`config.mk`:
```
export PLATFORM = sky130hd
export DESIGN_NAME = seg_scan_ctrl
export DESIGN_NICKNAME = d
export VERILOG_FILES = /design/src/rtl/seg_scan_ctrl_pkg.sv /design/src/rtl/seg_lzb_mask.sv /design/src/rtl/seg_scan_ctrl.sv
export SDC_FILE = /design/constraint.sdc
export NUM_CORES = 1
export LEC_CHECK = 0
export ABC_AREA = 1
export BUFFER_PORTS_ARGS = -buffer_cell sky130_fd_sc_hd__buf_2
export CAP_MARGIN = 15
export CORE_MARGIN = 1
export CORE_UTILIZATION = 60
export CTS_BUF_LIST = sky130_fd_sc_hd__clkbuf_2 sky130_fd_sc_hd__clkbuf_4 sky130_fd_sc_hd__clkbuf_8
export CTS_CLUSTER_DIAMETER = 80
export DETAILED_ROUTE_END_ITERATION = 7
export GPL_TIMING_DRIVEN = 0
export PLACE_DENSITY_LB_ADDON = 0.2
export SKIP_CTS_REPAIR_TIMING = 1
export SYNTH_ARGS = -nofsm -noshare
export SYNTH_HDL_FRONTEND = slang
export SYNTH_SLANG_ARGS = --single-unit
```
`constraint.sdc`:
```
create_clock -name clk -period 2.7 [get_ports clk]
set_input_delay 0.405 -clock clk [delete_from_list [all_inputs] [get_ports clk]]
set_output_delay 0.405 -clock clk [all_outputs]
set_load 0.01 [all_outputs]
```
`src/rtl/seg_scan_ctrl_pkg.sv`:
```
// Shared types and constants for the seven-segment scan controller.
package seg_scan_ctrl_pkg;

  // Scan FSM states: display off, digit lit, inter-digit blanking gap.
  typedef enum logic [1:0] {StOff, StShow, StGap} scan_state_e;

  // Inactive level of one digit-select line; replicated to NDIG for "all digits off".
  localparam logic SEG_OFF = 1'b1;

endpackage

```
`src/rtl/seg_lzb_mask.sv`:
```
// Per-digit blank vector: forced-blank mask OR leading-zero blanking (digit 0 never lz-blanked).
module seg_lzb_mask
  import seg_scan_ctrl_pkg::*;
#(
  parameter int unsigned NDIG = 8
) (
  input  logic [4*NDIG-1:0] word,
  input  logic [NDIG-1:0]   mask,
  input  logic              lzb_en,
  output logic [NDIG-1:0]   blank
);

  logic zero_above;

  // Walk from the most significant digit down, tracking "this and all higher nibbles are zero".
  always_comb begin
    zero_above = 1'b1;
    blank      = '0;
    for (int i = NDIG - 1; i >= 0; i--) begin
      zero_above = zero_above & (word[4*i +: 4] == 4'd0);
      blank[i]   = mask[i] | (lzb_en & zero_above & (i != 0));
    end
  end

endmodule

```
`src/rtl/seg_scan_ctrl.sv`:
```
// Time-multiplexed seven-segment scan controller with double-buffered display word.
module seg_scan_ctrl
  import seg_scan_ctrl_pkg::*;
#(
  parameter int unsigned NDIG = 8,
  parameter int unsigned DIV  = 50000,
  parameter int unsigned GAP  = 16
) (
  input  logic              clk,
  input  logic              rst_n,
  input  logic              scan_en,
  input  logic              lzb_en,
  input  logic              in_valid,
  output logic              in_ready,
  input  logic [4*NDIG-1:0] in_data,
  input  logic [NDIG-1:0]   in_blank,
  output logic [NDIG-1:0]   dig_sel,
  output logic [3:0]        bcd_x,
  output logic              bcd_en,
  output logic              frame_done
);

  localparam int unsigned IW   = $clog2(NDIG);
  localparam int unsigned CMAX = (DIV > GAP) ? DIV : GAP;
  localparam int unsigned CW   = (CMAX > 1) ? $clog2(CMAX) : 1;

  localparam logic [CW-1:0] DIV_LAST = CW'(DIV - 1);
  localparam logic [CW-1:0] GAP_LAST = CW'((GAP == 0) ? 0 : GAP - 1);
  localparam logic [IW-1:0] IDX_LAST = IW'(NDIG - 1);

  scan_state_e       state_q, state_d;
  logic [IW-1:0]     idx_q, idx_d, idx_next;
  logic [CW-1:0]     cnt_q, cnt_d;
  logic [4*NDIG-1:0] act_data_q, pend_data_q;
  logic [NDIG-1:0]   act_mask_q, pend_mask_q;
  logic              pend_q;

  logic              show_end, gap_end, slot_end;
  logic              accept, commit;
  logic [NDIG-1:0]   blank;

  seg_lzb_mask #(
    .NDIG (NDIG)
  ) u_lzb (
    .word   (act_data_q),
    .mask   (act_mask_q),
    .lzb_en (lzb_en),
    .blank  (blank)
  );

  // Slot boundaries and handshake decode.
  always_comb begin
    show_end   = (state_q == StShow) && (cnt_q == DIV_LAST);
    gap_end    = (state_q == StGap) && (cnt_q == GAP_LAST);
    slot_end   = (GAP == 0) ? show_end : gap_end;
    frame_done = slot_end && (idx_q == IDX_LAST);
    idx_next   = (idx_q == IDX_LAST) ? '0 : idx_q + IW'(1);
    in_ready   = !pend_q;
    accept     = in_valid && !pend_q;
    commit     = pend_q && (frame_done || (state_q == StOff));
  end

  // Next-state logic; scan_en low overrides every other transition.
  always_comb begin
    state_d = state_q;
    idx_d   = idx_q;
    cnt_d   = cnt_q;
    unique case (state_q)
      StOff: begin
        state_d = StShow;
        idx_d   = '0;
        cnt_d   = '0;
      end
      StShow: begin
        if (show_end) begin
          cnt_d = '0;
          if (GAP == 0) begin
            idx_d = idx_next;
          end else begin
            state_d = StGap;
          end
        end else begin
          cnt_d = cnt_q + CW'(1);
        end
      end
      StGap: begin
        if (gap_end) begin
          state_d = StShow;
          idx_d   = idx_next;
          cnt_d   = '0;
        end else begin
          cnt_d = cnt_q + CW'(1);
        end
      end
      default: begin
        state_d = StOff;
        idx_d   = '0;
        cnt_d   = '0;
      end
    endcase
    if (!scan_en) begin
      state_d = StOff;
      idx_d   = '0;
      cnt_d   = '0;
    end
  end

  // FSM state, digit index and dwell counter.
  always_ff @(posedge clk or negedge rst_n) begin
    if (!rst_n) begin
      state_q <= StOff;
      idx_q   <= '0;
      cnt_q   <= '0;
    end else begin
      state_q <= state_d;
      idx_q   <= idx_d;
      cnt_q   <= cnt_d;
    end
  end

  // Pending/active double buffer; accept and commit are mutually exclusive via pend_q.
  always_ff @(posedge clk or negedge rst_n) begin
    if (!rst_n) begin
      pend_q      <= 1'b0;
      pend_data_q <= '0;
      pend_mask_q <= '0;
      act_data_q  <= '0;
      act_mask_q  <= '0;
    end else if (accept) begin
      pend_q      <= 1'b1;
      pend_data_q <= in_data;
      pend_mask_q <= in_blank;
    end else if (commit) begin
      pend_q     <= 1'b0;
      act_data_q <= pend_data_q;
      act_mask_q <= pend_mask_q;
    end
  end

  // Display outputs, decoded from registers only.
  always_comb begin
    dig_sel = {NDIG{SEG_OFF}};
    bcd_x   = 4'd0;
    bcd_en  = 1'b0;
    if (state_q == StShow) begin
      dig_sel[idx_q] = ~SEG_OFF;
      bcd_x          = act_data_q[4*idx_q +: 4];
      bcd_en         = !blank[idx_q];
    end
  end

endmodule

```
# After elaboration in Yosys (flattened, before gate mapping)
# Cells that the tools add are included.
[word_totals]
register_bits = 102
inputBits = 45
output_inout_bits = 15
elab_cells = 85
[op_classes]
n_addsub = 2
n_lt_le_gt_ge = 2
eq_ne = 8
n_shift = 1
n_mux = 21
n_bitwise = 22
reduce_logical = 21
[ops]
columns = ["cell", "count"]
rows = [
  ["2-to-1 mux 16 bit", 3],
  ["one-hot mux 16 bit (2 select lines)", 1],
  ["variable part select 32 x 6 -> 4 bit", 1],
  ["logical NOT 4 bit", 7],
  ["adder 16 x 1 -> 16 bit (second input constant)", 1],
  ["equality test 16 bit (second input constant)", 1],
  ["equality test 16 x 4 -> 1 bit (second input constant)", 1],
  ["bitwise AND 1 bit", 13],
  ["2-to-1 mux 3 bit", 3],
  ["2-to-1 mux 8 bit", 1],
  ["NOT 8 bit", 1],
  ["bitwise OR 1 bit", 7],
  ["logical AND 1 bit", 6],
  ["2-to-1 mux 2 bit", 3],
  ["inequality test 3 bit (second input constant)", 2],
  ["one-hot mux 2 bit (3 select lines)", 1],
  ["one-hot mux 3 bit (2 select lines)", 1],
  ["AND reduction 2 bit", 3],
  ["2-to-1 mux 1 bit", 5],
  ["< comparator 3 x 4 -> 1 bit (second input constant)", 1],
  ["2-to-1 mux 4 bit", 1],
  ["adder 3 x 1 -> 3 bit (second input constant)", 1],
  ["binary-select mux 1 bit (select 3 bit)", 1],
  ["demux 1 bit (select 3 bit)", 1],
  ["other kinds (10)", 11],
]

# Depth between registers and ports, before layout
# Gate-level depths: netlist (run 1).
[logic_depth]
depth_word = 13
depth_mapped = 13
ltp_nobuf = 12

# By module
# Synthesis (run 1) repeated with hierarchy kept, for this count alone.
[hier_totals]
cells_unflattened = 545
hier_area_um2 = 4987.3
[by_module_without_submodules]
columns = ["module", "n_inst", "cells_each", "area_per_inst_um2", "seq_area_each_um2"]
rows = [
  ["seg_scan_ctrl", 1, 507, 4780.8, 2552.4],
  ["seg_lzb_mask", 1, 38, 206.4, 0.0],
]

# Worst setup path before layout (run 1)
# No wires, ideal clock.
[synth_path]
path_type = "flip-flop to output port"
from = "reg idx_q[0]"
to = "out bcd_x[2]"
arrival_time_ps = 1332
required_time_ps = 2295
path_slack_ps = 963
stages_incl_launch_ff = 7
path_buffers = 2
cell_sequence = "dfrtp_1 > buf_2 > clkinv_1 > clkbuf_1 > a21oi_1 > o21ai_0 > a41oi_1"
[synth_between]
elab_chain_cells = 2
[synth_rtl]
columns = ["item", "line_no", "text"]
rows = [
  ["from (decl)", "seg_scan_ctrl.sv:32", "logic [IW-1:0] idx_q, idx_d, idx_next;"],
  ["from (signal assigned)", "seg_scan_ctrl.sv:116", "idx_q <= idx_d;"],
  ["variable part select 32 x 6 -> 4 bit", "seg_scan_ctrl.sv:147", "bcd_x = act_data_q[4*idx_q +: 4];"],
  ["2-to-1 mux 4 bit", "seg_scan_ctrl.sv:145", "if (state_q == StShow) begin"],
  ["to (decl)", "seg_scan_ctrl.sv:18", "output logic [3:0] bcd_x,"],
]
# Every way passes these cells.

# Worst setup path in the final report (run 1)
# Same ends and word-level chain as after synthesis.

==> impl_results.md, run 1 <==
* Outcome: finished with violations
* Failing checks: negative hold slack
* Post-DP Area at 5308 um2
* CP Data Required Time at 2.30 ns
* Max_cap viols at 0
* Minimum clock period at 2.501 ns
* Synth Warn # at 0
* CTS tree: done
* Yosys cell types at 35
* Clock Power Share at 0.178
* Diodes inserted at 0
* 1st-iter DRT viols at 201
* Crit. End Element: output port
* Largest family of logic cells by synthesized area: simple AND/OR/NAND/NOR gates
* Worst min path class: in2async
* DRT met1 WL at 4499 um
* Clk_lat worst skew at 0.36 ns
* Initial DRT Pass Iterations at 5
* First-pass GRT wire length at 17,580 um
* Worst setup SP type: flip-flop
* Area share of and/or/nand/nor cells after synthesis at 0.2057
* Final Max Slew Viols at 0
* P_int at 3433 uW
* CTS clock-pin slew for the worst setup and hold paths at 0.10 ns
* DIE AREA at 8463 um2
* Comb pwr share at 0.359
* LEAKAGE at 0.002678 uW
* Area of the multi-input gates at 1986 um2
* Gr ovfl total at 0
* Clk buf depth at 2
* Chip Height at 92.00 um
* I/O pin count at 60
* Critical path class: reg2out
* Antenna violations before repair at 0
* Crit-path max FO at 10
* Fmax at 399.9 MHz
* Buffers on Ports at 58
* Cell row count at 32
* Measured slew at the worst slew-check pin at 0.5108 ns
* Clock buffer count from CTS at 9
* Wire length per cell at 14.54 um
* CP Data Arrival Time at 2.10 ns
* RR Startpoint: state_q[0]
* Drt drc at 0
* Pin count of the biggest net entering global routing at 70
* R2R Path End: cnt_q[3]
* Die W at 92.00 um
* FF-to-FF path depth at 12
* Clock Sinks at 102
* Clock root cell: clkbuf_8
* Clock Skew at 0.01253 ns
* Met2 wire length at 5116 um
* Switching fraction of total power at 0.3738
* Async set-reset flop share out of synthesis at 1.000
* Routed vias at 3,863
* Register area share after synthesis at 0.5252
* Slew margin rel. at 0.6563
* Min Hold Slack at -0.006211 ns
* Synth-to-layout area growth at 13.44%
* Final #Nets at 658
* Cells after synthesis at 536
* Metal3 WL at 508 um
* Setup TNS at 0 ns
* Starting Density at 0.6256
* Fin crit share at 0.9263
* Final Instance Area at 5513 um2
* Peak supply drop at 0.0005482 V
* Sequential Area at 2552 um2
* Vias per std cell at 5.418
* Overall Global Routing Usage at 0.2680
* Vias in the first global route at 3,797
* Post-Layout Cell Count at 713
* Reg power frac at 0.464
* DR top layer: met4
* Post-synthesis mux area share at 0.07878
* Post-Synth XOR/XNOR Area at 0.01262
* Post-Syn Area at 4860 um2
* Worst reg-to-reg setup slack at 0.67 ns
* Layout cells sized above 1 at 0.2406
* Fillers at 640
* Hold Fails Final Rpt at 3
* NetSw at 2049 uW
* Core area at 7767 um2
* Remaining antenna violation count after routing at 0
* Seq cells post-synth at 102
* Ys flop type: dfrtp_1
* PD cells at 994.5 nW/um2
* Post-synthesis adder-cell area fraction at 0.01802
* Dpl hpwl at 7688 um
* Unrepaired setup endpoints after global routing: false
* Compound-Gate Fraction of Synth Area at 0.09346
* DRT Wirelength at 10,370 um
* Syn_area_per_cell at 9.067 um2
* Routability cong. at 0.9396
* H-tree depth at 3
* Post-synth EDFFs at 0
* Post-synthesis net count at 588
* Final setup fails at 0
* Cells after DPL at 697
## worst max-delay path, cell delays in order (launching register included)
cell	delay, ns
dfrtp_1	0.37
buf_2	0.22
clkinvlp_4	0.23
clkbuf_2	0.25
a21oi_1	0.14
o21ai_0	0.10
a41oi_1	0.24
buf_2	0.18
## registers in the layout, summed over array words and instances, names as in the netlist
signal and count:
idx_q 3, act_mask_q 8, cnt_q 16, pend_q 1, pend_data_q 32, act_data_q 32, state_q 2, pend_mask_q 8
## worst max path at each step
stage          cells past startpoint         endpoint     start
2_1_floorplan                      6         bcd_x[2]  idx_q[0]
3_3_place_gp                       1  pend_data_q[24]     rst_n
3_5_place_dp                       7         bcd_x[2]  idx_q[0]
4_1_cts                            7         bcd_x[2]  idx_q[0]
5_1_grt                            7         bcd_x[2]  idx_q[0]
6_report                           7         bcd_x[2]  idx_q[0]
## metrics by stage
step / utilization / setup slack (ns) / total power [uW] / hold slack [ns]
after detailed placement: 0.6833 / 0.5240 / 4527 / 0.3983
after global placement: 0.6794 / 0.2319 / 4421 / 0.4385
after floorplan: - / 0.9626 / 3944 / 0.1094
after global routing: 0.7097 / 0.04084 / 5886 / 0.01414
after CTS: 0.7091 / 0.1076 / 5506 / 0.003193
final: 0.7097 / 0.1991 / 5483 / -0.006211
## placed cells by master (no fill, tap or decap), types with 3 or more instances in the layout
cell type,count
clkbuf_8,9
xor2_1,7
buf_6,3
o21ai_2,12
nand2_1,135
buf_4,3
nand4_1,9
clkbuf_1,4
a41oi_1,4
inv_2,3
nor3_1,15
a21oi_1,25
inv_1,48
o21ai_0,25
dfrtp_1,102
o21a_1,4
nor2_1,56
ha_1,7
mux2_2,34
buf_2,64
nand3_1,15
## kinds of logic after synthesis
| kind of cell | count (synthesis) |
|---|---|
| DFF | 102 |
| AOI/OAI and AO/OA | 75 |
| xor gates and xnor gates | 7 |
| buffers and inverters | 71 |
| muxes | 34 |
| and+or+nand+nor | 240 |
| adders and majority gates | 7 |
## metal layers
metal  vias up  track usage
met2       105       0.4378
met1      1858       0.3563
li1       1877            -
met3        23      0.04395
met5         -            0
met4         0       0.1133
## area by class of cell
type / count / share of cell area
well taps: 102 / 0.02315
clock buffers: 10 / 0.02383
flip-flops and latches: 102 / 0.4630
inverters: 53 / 0.03768
clock inverters: 6 / 0.01248
multi-input cells: 363 / 0.3602
plain buffers: 18 / 0.02156
repair buffers: 59 / 0.05810
## power by group through the flow
| stage | sequential, uW | clock (uW) | combinational (uW) |
|---|---|---|---|
| 2_1_floorplan | 2420 | 0 | 1520 |
| 6_report | 2540 | 975 | 1970 |
| 3_3_place_gp | 2540 | 0 | 1880 |
| 5_1_grt | 2610 | 1060 | 2210 |
| 3_5_place_dp | 2570 | 0 | 1960 |
| 4_1_cts | 2540 | 996 | 1970 |
## cell usage after synthesis (2+ instances only)
master	number	area [um2]
nand4_1	9	56.30
a41oi_1	4	35.03
buf_4	2	15.01
xor2_1	7	61.31
o21ai_0	25	125.1
ha_1	7	87.58
o211ai_1	2	15.01
nor3_1	15	75.07
o21a_1	4	30.03
clkbuf_1	5	18.77
inv_1	48	180.2
o21ai_2	12	105.1
o21ai_1	2	10.01
a21oi_1	25	125.1
dfrtp_1	102	2552
inv_2	3	11.26
nand2_1	135	506.7
nand3_1	15	75.07
buf_2	7	35.03
mux2_2	34	382.9
buf_6	3	33.78
nor4_1	2	12.51
nor2_1	56	210.2
Power figures use the tool's default switching activity.
==> run 2: changes to the inputs <==
Settings changed: ABC_AREA 1 to 0, CORE_UTILIZATION 60 to 54, SETUP_SLACK_MARGIN from default to 0.1.
Clock period 2.7 ns to 2 ns, I/O delays scaled along.
==> impl_results.md, run 2 <==
* Clock root cell: clkbuf_8 (unchanged)
* Minimum clock period at 2.317 ns
* Measured slew at the worst slew-check pin at 0.6226 ns (was 0.5108 ns)
* Failing checks: negative setup slack (was negative hold slack)
* Crit. End Element: output port (unchanged)
* Post-Syn Area at 4773 um2 (was 4860 um2)
* Most frequent cells in the layout: 96 x dfrtp_1, 57 x buf_2, 42 x mux2_2, 39 x mux2_4, 22 x nor2_1 (was 135 x nand2_1, 102 x dfrtp_1, 64 x buf_2, 56 x nor2_1, 48 x inv_1)
* DRT met1 WL at 4463 um (was 4499 um)
* Remaining antenna violation count after routing at 0 (unchanged)
* Die W at 96.02 um (was 92.00 um)
* Fin crit share at 1.159
* Seq cells post-synth at 102 (unchanged)
* Wire length per cell at 17.34 um (was 14.54 um)
* Ys flop type: dfrtp_1 (unchanged)
* Total Power at 8799 uW (was 5483 uW)
* Clock buffer count from CTS at 9 (unchanged)
* Compound-Gate Fraction of Synth Area at 0.02595 (was 0.09346)
* Core area at 8382 um2 (was 7767 um2)
* H-tree depth at 3 (unchanged)
* Vias per std cell at 5.521 (was 5.418)
* Share of the synthesized area in the top cell type at 0.5347 (was 0.5252)
* Clock Skew at 0.008042 ns (was 0.01253 ns)
* Worst min path class: in2reg (was in2async)
* Vias in the first global route at 2,829 (was 3,797)
* Gr ovfl total at 0 (unchanged)
* Post-Synth XOR/XNOR Area at 0.02569 (was 0.01262)
* Routability cong. at 0.7963 (was 0.9396)
* Peak supply drop at 0.0006972 V (was 0.0005482 V)
* Top cells by count, synth: 102 x dfrtp_1, 42 x mux2_2, 39 x mux2_4 (was 135 x nand2_1, 102 x dfrtp_1, 56 x nor2_1)
* Metal3 WL at 358 um (was 508 um)
* CTS tree: done (unchanged)
* DIE AREA at 9220 um2 (was 8463 um2)
* Max_cap viols at 0 (unchanged)
* Clock Sinks at 102 (unchanged)
* Post-synthesis adder-cell area fraction at 0.01835 (was 0.01802)
* Cell row count at 33 (was 32)
* Initial DRT Pass Iterations at 4 (was 5)
* PD cells at 1489 nW/um2 (was 994.5 nW/um2)
* Async set-reset flop share out of synthesis at 1.000 (unchanged)
* DRT Wirelength at 9487 um (was 10,370 um)
* Register area share after synthesis at 0.5347 (was 0.5252)
* LEAKAGE at 0.002665 uW (was 0.002678 uW)
* DR top layer: met4 (unchanged)
* 1st-iter DRT viols at 89 (was 201)
* CP Data Required Time at 1.70 ns (was 2.30 ns)
* Worst Min Path Start: in_data[18]
* Slew margin rel. at 0.5849 (was 0.6563)
* Most numerous cell in the Yosys netlist: dfrtp_1 (was nand2_1)
* Fmax at 431.5 MHz
* Yosys cell types at 37 (was 35)
* Area share of and/or/nand/nor cells after synthesis at 0.09279 (was 0.2057)
* Chip Height at 96.02 um (was 92.00 um)
* Final Max Slew Viols at 0 (unchanged)
* Buffers on Ports at 58 (unchanged)
* Routed vias at 3,020 (was 3,863)
* Syn_area_per_cell at 13.68 um2 (was 9.067 um2)
* Met2 wire length at 4548 um (was 5116 um)
* Setup ws final at -0.3172 ns (was 0.1991 ns)
* Critical path class: reg2out (unchanged)
* Layout cells sized above 1 at 0.5090 (was 0.2406)
* Cells after synthesis at 349 (was 536)
* Clk buf depth at 2 (unchanged)
* CP Data Arrival Time at 2.02 ns (was 2.10 ns)
* Most common cell after layout, fill and taps aside: dfrtp_1 (was nand2_1)
* Final Core Density at 0.7052 (was 0.7097)
* Critical path origin: act_data_q[27] (was idx_q[0])
* Unrepaired setup endpoints after global routing: true (was false)
* Final #Nets at 490 (was 658)
* Post-synthesis net count at 401 (was 588)
* Outcome: finished with violations (unchanged)
* Pin count of the biggest net entering global routing at 56 (was 70)
* Crit-path max FO at 3 (was 10)
* Synth-to-layout area growth at 23.83% (was 13.44%)
* Post-synth EDFFs at 0 (unchanged)
* Synth Warn # at 0 (unchanged)
* Starting Density at 0.5695 (was 0.6256)
* Synth area leader: dfrtp_1 (unchanged)
* Antenna violations before repair at 0 (unchanged)
* Overall Global Routing Usage at 0.2124 (was 0.2680)
* Top flop regs: act_data_q x32, pend_data_q x32, cnt_q x16 (unchanged)
* First-pass GRT wire length at 14,440 um (was 17,580 um)
* Top cells by area, synth: dfrtp_1 53%, mux2_4 12%, mux2_2 9.9%, mux4_2 3.3%, mux2i_1 2.3% (was dfrtp_1 53%, nand2_1 10%, mux2_2 7.9%, nor2_1 4.3%, inv_1 3.7%)
* CTS clock-pin slew for the worst setup and hold paths at 0.10 ns (about the same)
* Post-synthesis mux area share at 0.2779 (was 0.07878)
* RR Startpoint: idx_q[0] (was state_q[0])
* Largest family of logic cells by synthesized area: multiplexers (was simple AND/OR/NAND/NOR gates)
* Dpl hpwl at 6625 um (was 7688 um)
* Final setup fails at 5 (was 0)
* Clk_lat worst skew at 0.36 ns (about the same)
* Worst setup SP type: flip-flop (unchanged)
* Hold Fails Final Rpt at 0 (was 3)
* Diodes inserted at 0 (unchanged)
* I/O pin count at 60 (unchanged)
* Drt drc at 0 (unchanged)
run 2: cell count changes after synthesis, sizes merged, moves of 8 or more:
cell	before	now
o21ai	39	6
a21oi	25	3
mux2i	0	11
mux2	34	81
nor3	15	3
nor2b	0	8
nor2	58	23
nand2	137	15
inv	51	6
run 2: critical path, cell delays in order, from the launching register on:
cell and delay (ns):
dfrtp_1 0.42, nor4_2 0.32, and4_1 0.29, o31ai_2 0.08, a21boi_1 0.14, o211a_1 0.26
buf_2 0.14
run 2: final cells by class:
| cell class | count | area, um2 |
|---|---|---|
| Buffer | 16 | 175.2 |
| Clock buffer | 10 | 137.6 |
| Clock inverter | 5 | 66.31 |
| Fill cell | 599 | 2471 |
| Inverter | 6 | 22.52 |
| Multi-Input combinational cell | 225 | 2263 |
| Sequential cell | 102 | 2560 |
| Tap cell | 105 | 131.4 |
| Timing Repair Buffer | 78 | 554.3 |
run 2: worst paths after layout:
kind | end | slack (ns) | cells after the start
min in group asynchronous | act_mask_q[1] | 0.48 | 2
hold reg to reg | cnt_q[0] | 0.51 | 1
setup / recovery | bcd_en | -0.32 | 6
hold / removal | pend_data_q[18] | 0.16 | 2
max in group asynchronous | act_data_q[22] | 0.82 | 3
setup reg to reg | act_data_q[8] | 0.01 | 9
run 2: kinds of logic (layout without fill, tap and decap cells):
| logic type | Yosys count | after routing |
|---|---|---|
| flip-flops | 102 | 102 |
| multiplexers | 99 | 99 |
| AND/OR/NAND/NOR | 87 | 87 |
| buffers and inverters | 22 | 115 |
| AO/OA/AOI/OAI | 18 | 18 |
| XOR/XNOR | 14 | 14 |
| adder cells (fa/ha/maj) | 7 | 7 |
run 2: metrics by stage:
step	area, um2	instances	TNS [ns]	hold slack [ns]	setup slack [ns]
floorplan	4776	349	0	0.004409	0.1155
global placement	5197	512	-42.63	0.4501	-0.3711
detailed placement	5228	513	-5.650	0.3515	-0.1513
CTS	5431	528	-9.965	-0.04861	-0.5154
global route	5911	547	-2.666	0.1418	-0.4035
finish	5911	547	-0.9857	0.1565	-0.3172
run 2: layer usage:
metal / vias up / global-route usage
met5: - / 0
met4: 0 / 0.05348
met3: 12 / 0.05608
met2: 67 / 0.3274
met1: 1519 / 0.2994
li1: 1422 / -
run 2: power by group:
part | switching [uW] | leakage, uW | total, uW | internal, uW
logic | 1260 | 0.00133 | 3740 | 2490
clock network | 706 | 0.000101 | 1330 | 624
registers | 763 | 0.00123 | 3720 | 2960
==> run 3: changes to the inputs <==
Settings changed: CORE_UTILIZATION 54 to 55, SYNTH_HIERARCHICAL from default to 1.
==> impl_results.md, run 3 <==
* Final #Nets at 695 (was 490)
* Dpl hpwl at 9006 um (was 6625 um)
* DR top layer: met4 (unchanged)
* Cells after synthesis at 535 (was 349)
* PD cells at 1455 nW/um2 (was 1489 nW/um2)
* Worst min path class: in2reg (unchanged)
* Crit-path max FO at 4 (was 3)
* Seq cells post-synth at 102 (unchanged)
* Register area share after synthesis at 0.4612 (was 0.5347)
* Slew margin rel. at 0.5423 (was 0.5849)
* RR Startpoint: cnt_q[7] (was idx_q[0])
* Hold EP: pend_data_q[15] (was pend_data_q[18])
* Remaining antenna violation count after routing at 0 (unchanged)
* Diodes inserted at 0 (unchanged)
* Outcome: finished with violations (unchanged)
* Comb pwr share at 0.473 (was 0.426)
* Most common cell after layout, fill and taps aside: nand2_1 (was dfrtp_1)
* Most numerous cell in the Yosys netlist: dfrtp_1 (unchanged)
* Clk_lat worst skew at 0.38 ns (was 0.36 ns)
* Clock root cell: clkbuf_8 (unchanged)
* Critical path class: reg2out (unchanged)
* Cells after DPL at 727 (was 513)
* Max_cap viols at 0 (unchanged)
* Clock Skew at 0.009037 ns (was 0.008042 ns)
* DIE AREA at 10,470 um2 (was 9220 um2)
* Hold Crit Depth at 2 (unchanged)
* Fmax at 400.8 MHz (was 431.5 MHz)
* DRT met1 WL at 5843 um (was 4463 um)
* Starting Density at 0.5662 (was 0.5695)
* Initial DRT Pass Iterations at 5 (was 4)
* Cell row count at 36 (was 33)
* Reg power frac at 0.381 (was 0.423)
* Post-Place Setup Slack at -0.1319 ns (was -0.1513 ns)
* Area of the multi-input gates at 2939 um2 (was 2263 um2)
* Crit. End Element: output port (unchanged)
* Sequential Area at 2567 um2 (was 2560 um2)
* Buffers on Ports at 58 (unchanged)
* Fillers at 744 (was 599)
* Clk buf depth at 2 (unchanged)
* Top cells by area, synth: dfrtp_1 46%, mux2_2 8.1%, nand2_1 6.4%, nor2b_1 5.4%, o211ai_1 5.2% (was dfrtp_1 53%, mux2_4 12%, mux2_2 9.9%, mux4_2 3.3%, mux2i_1 2.3%)
* Unrepaired setup endpoints after global routing: true (unchanged)
* Switching fraction of total power at 0.3827 (was 0.3099)
* DRT Wirelength at 14,040 um (was 9487 um)
* First-pass GRT wire length at 21,010 um (was 14,440 um)
* Most frequent cells in the layout: 94 x nand2_1, 90 x dfrtp_1, 61 x buf_2, 45 x nor2b_1, 40 x mux2_2 (was 96 x dfrtp_1, 57 x buf_2, 42 x mux2_2, 39 x mux2_4, 22 x nor2_1)
* Fin crit share at 1.248 (was 1.159)
* Worst reg-to-reg setup slack at 0.06 ns (was 0.01 ns)
* CTS clock-pin slew for the worst setup and hold paths at 0.10 ns (about the same)
* R2R Path End: cnt_q[9] (was act_data_q[8])
* Post-synth EDFFs at 0 (unchanged)
* Die W at 102.3 um (was 96.02 um)
* Ys flop type: dfrtp_1 (unchanged)
* Peak supply drop at 0.0008034 V (was 0.0006972 V)
* I/O pin count at 60 (unchanged)
* Antenna violations before repair at 0 (unchanged)
* Vias per std cell at 5.858 (was 5.521)
* Hold Fails Final Rpt at 0 (unchanged)
* Minimum clock period at 2.495 ns (was 2.317 ns)
* Post-Syn Area at 5534 um2 (was 4773 um2)
* Synth area leader: dfrtp_1 (unchanged)
* Post-Layout Cell Count at 781 (was 547)
* Top flop regs: act_data_q x32, pend_data_q x32, cnt_q x16 (unchanged)
* Measured slew at the worst slew-check pin at 0.6865 ns (was 0.6226 ns)
* Wire length per cell at 17.98 um (was 17.34 um)
* Vias in the first global route at 4,294 (was 2,829)
* Clock Sinks at 102 (unchanged)
* Overall Global Routing Usage at 0.2640 (was 0.2124)
* Share of the synthesized area in the top cell type at 0.4612 (was 0.5347)
* Clock buffer count from CTS at 9 (unchanged)
* Yosys cell types at 48 (was 37)
* Syn_area_per_cell at 10.34 um2 (was 13.68 um2)
* Final Max Slew Viols at 0 (unchanged)
* Setup TNS at -1.918 ns (was -0.9857 ns)
* Routed vias at 4,575 (was 3,020)
* Final setup fails at 7 (was 5)
* Drt drc at 0 (unchanged)
* CTS tree: done (unchanged)
* Chip Height at 102.3 um (was 96.02 um)
* Worst Min Path Start: in_data[15] (was in_data[18])
* Post-synthesis net count at 587 (was 401)
* Met2 wire length at 7070 um (was 4548 um)
* FF-to-FF path depth at 7 (was 9)
* Clock Power Share at 0.145 (was 0.151)
* Top cells by count, synth: 102 x dfrtp_1, 94 x nand2_1, 48 x nor2b_1 (was 102 x dfrtp_1, 42 x mux2_2, 39 x mux2_4)
* Pin count of the biggest net entering global routing at 53 (was 56)
* Synth-to-layout area growth at 25.84% (was 23.83%)
* Final Core Density at 0.7125 (was 0.7052)
* LEAKAGE at 0.002851 uW (was 0.002665 uW)
* Gr ovfl total at 0 (unchanged)
* P_int at 6254 uW (was 6072 uW)
* Async set-reset flop share out of synthesis at 1.000 (unchanged)
* Failing checks: negative setup slack (unchanged)
* Metal3 WL at 786 um (was 358 um)
* 1st-iter DRT viols at 287 (was 89)
* CP Data Required Time at 1.70 ns (about the same)
* Core area at 9774 um2 (was 8382 um2)
* Layout cells sized above 1 at 0.3704 (was 0.5090)
* Total Power at 10,130 uW (was 8799 uW)
* CP Data Arrival Time at 2.20 ns (was 2.02 ns)
* Setup ws final at -0.4952 ns (was -0.3172 ns)
* Worst setup SP type: flip-flop (unchanged)
* H-tree depth at 3 (unchanged)
* NetSw at 3878 uW (was 2727 uW)
* Synth Warn # at 6 (was 0)
* Routability cong. at 0.8303 (was 0.7963)
-- run 3: changes by cell type after synthesis, moves of 6 or more --
cell / previous run / this run
nand2_1: 15 / 94
xor2_1: 7 / 1
o211ai_1: 0 / 38
o21ai_0: 5 / 40
clkbuf_1: 7 / 26
nor2_1: 23 / 8
nor3_1: 2 / 19
xnor2_1: 7 / 13
mux2_4: 39 / 0
nor2b_1: 8 / 48
-- run 3: critical path, cell delays in order (launching register included) --
cell	delay, ns
dfrtp_2	0.45
nor4_4	0.42
nand4b_4	0.17
o21bai_1	0.18
mux4_2	0.25
mux2i_1	0.06
and2_1	0.15
buf_2	0.13
-- run 3: metal layers --
metal | GRT usage | up-vias
li1 | - | 2099
met1 | 0.3546 | 2288
met2 | 0.4249 | 159
met3 | 0.04856 | 29
met4 | 0.1066 | 0
met5 | 0 | -
-- run 3: final cells by class --
class	count	share of cell area
Buffer	41	0.04294
Clock inverter	5	0.01186
Timing Repair Buffer	98	0.1071
Clock buffer	11	0.02084
Sequential cell	102	0.3687
Multi-Input combinational cell	386	0.4220
Tap cell	133	0.02390
Inverter	5	0.002695
-- run 3: worst max-delay path by stage --
stage	startpoint	endpoint	slack, ns	depth (start not counted)
finish	act_data_q[22]	bcd_en	-0.50	7
global route	act_data_q[22]	bcd_en	-0.62	7
CTS	act_data_q[17]	bcd_en	-0.56	7
detailed placement	act_data_q[21]	bcd_en	-0.13	7
global placement	rst_n	pend_data_q[19]	-0.45	1
floorplan	act_data_q[30]	bcd_en	0.13	6
-- run 3: power groups by stage --
| stage | clock network [uW] | registers (uW) | logic [uW] |
|---|---|---|---|
| floorplan | 0 | 3460 | 3010 |
| CTS | 1500 | 3720 | 3800 |
| global placement | 0 | 3710 | 3640 |
| finish | 1470 | 3860 | 4800 |
| detailed placement | 0 | 3740 | 3800 |
| global route | 1570 | 3960 | 5270 |
-- run 3: metrics by stage --
stage / instance area [um2] / hold WS [ns]
finish: 6964 / 0.1376
global route: 6964 / 0.1267
CTS: 6251 / -0.02860
detailed placement: 6023 / 0.3801
global placement: 5993 / 0.4918
floorplan: 5537 / 0.004409
-- run 3: cells by family (layout without fill, tap and decap cells) --
group | Yosys count | in the layout | share of synthesized area
and+or+nand+nor | 213 | 213 | 0.2053
DFF | 102 | 102 | 0.4612
AOI/OAI and AO/OA | 91 | 91 | 0.1112
muxes | 61 | 61 | 0.1397
buffers and inverters | 47 | 160 | 0.04454
xor gates and xnor gates | 14 | 14 | 0.02216
adders and majority gates | 7 | 7 | 0.01583
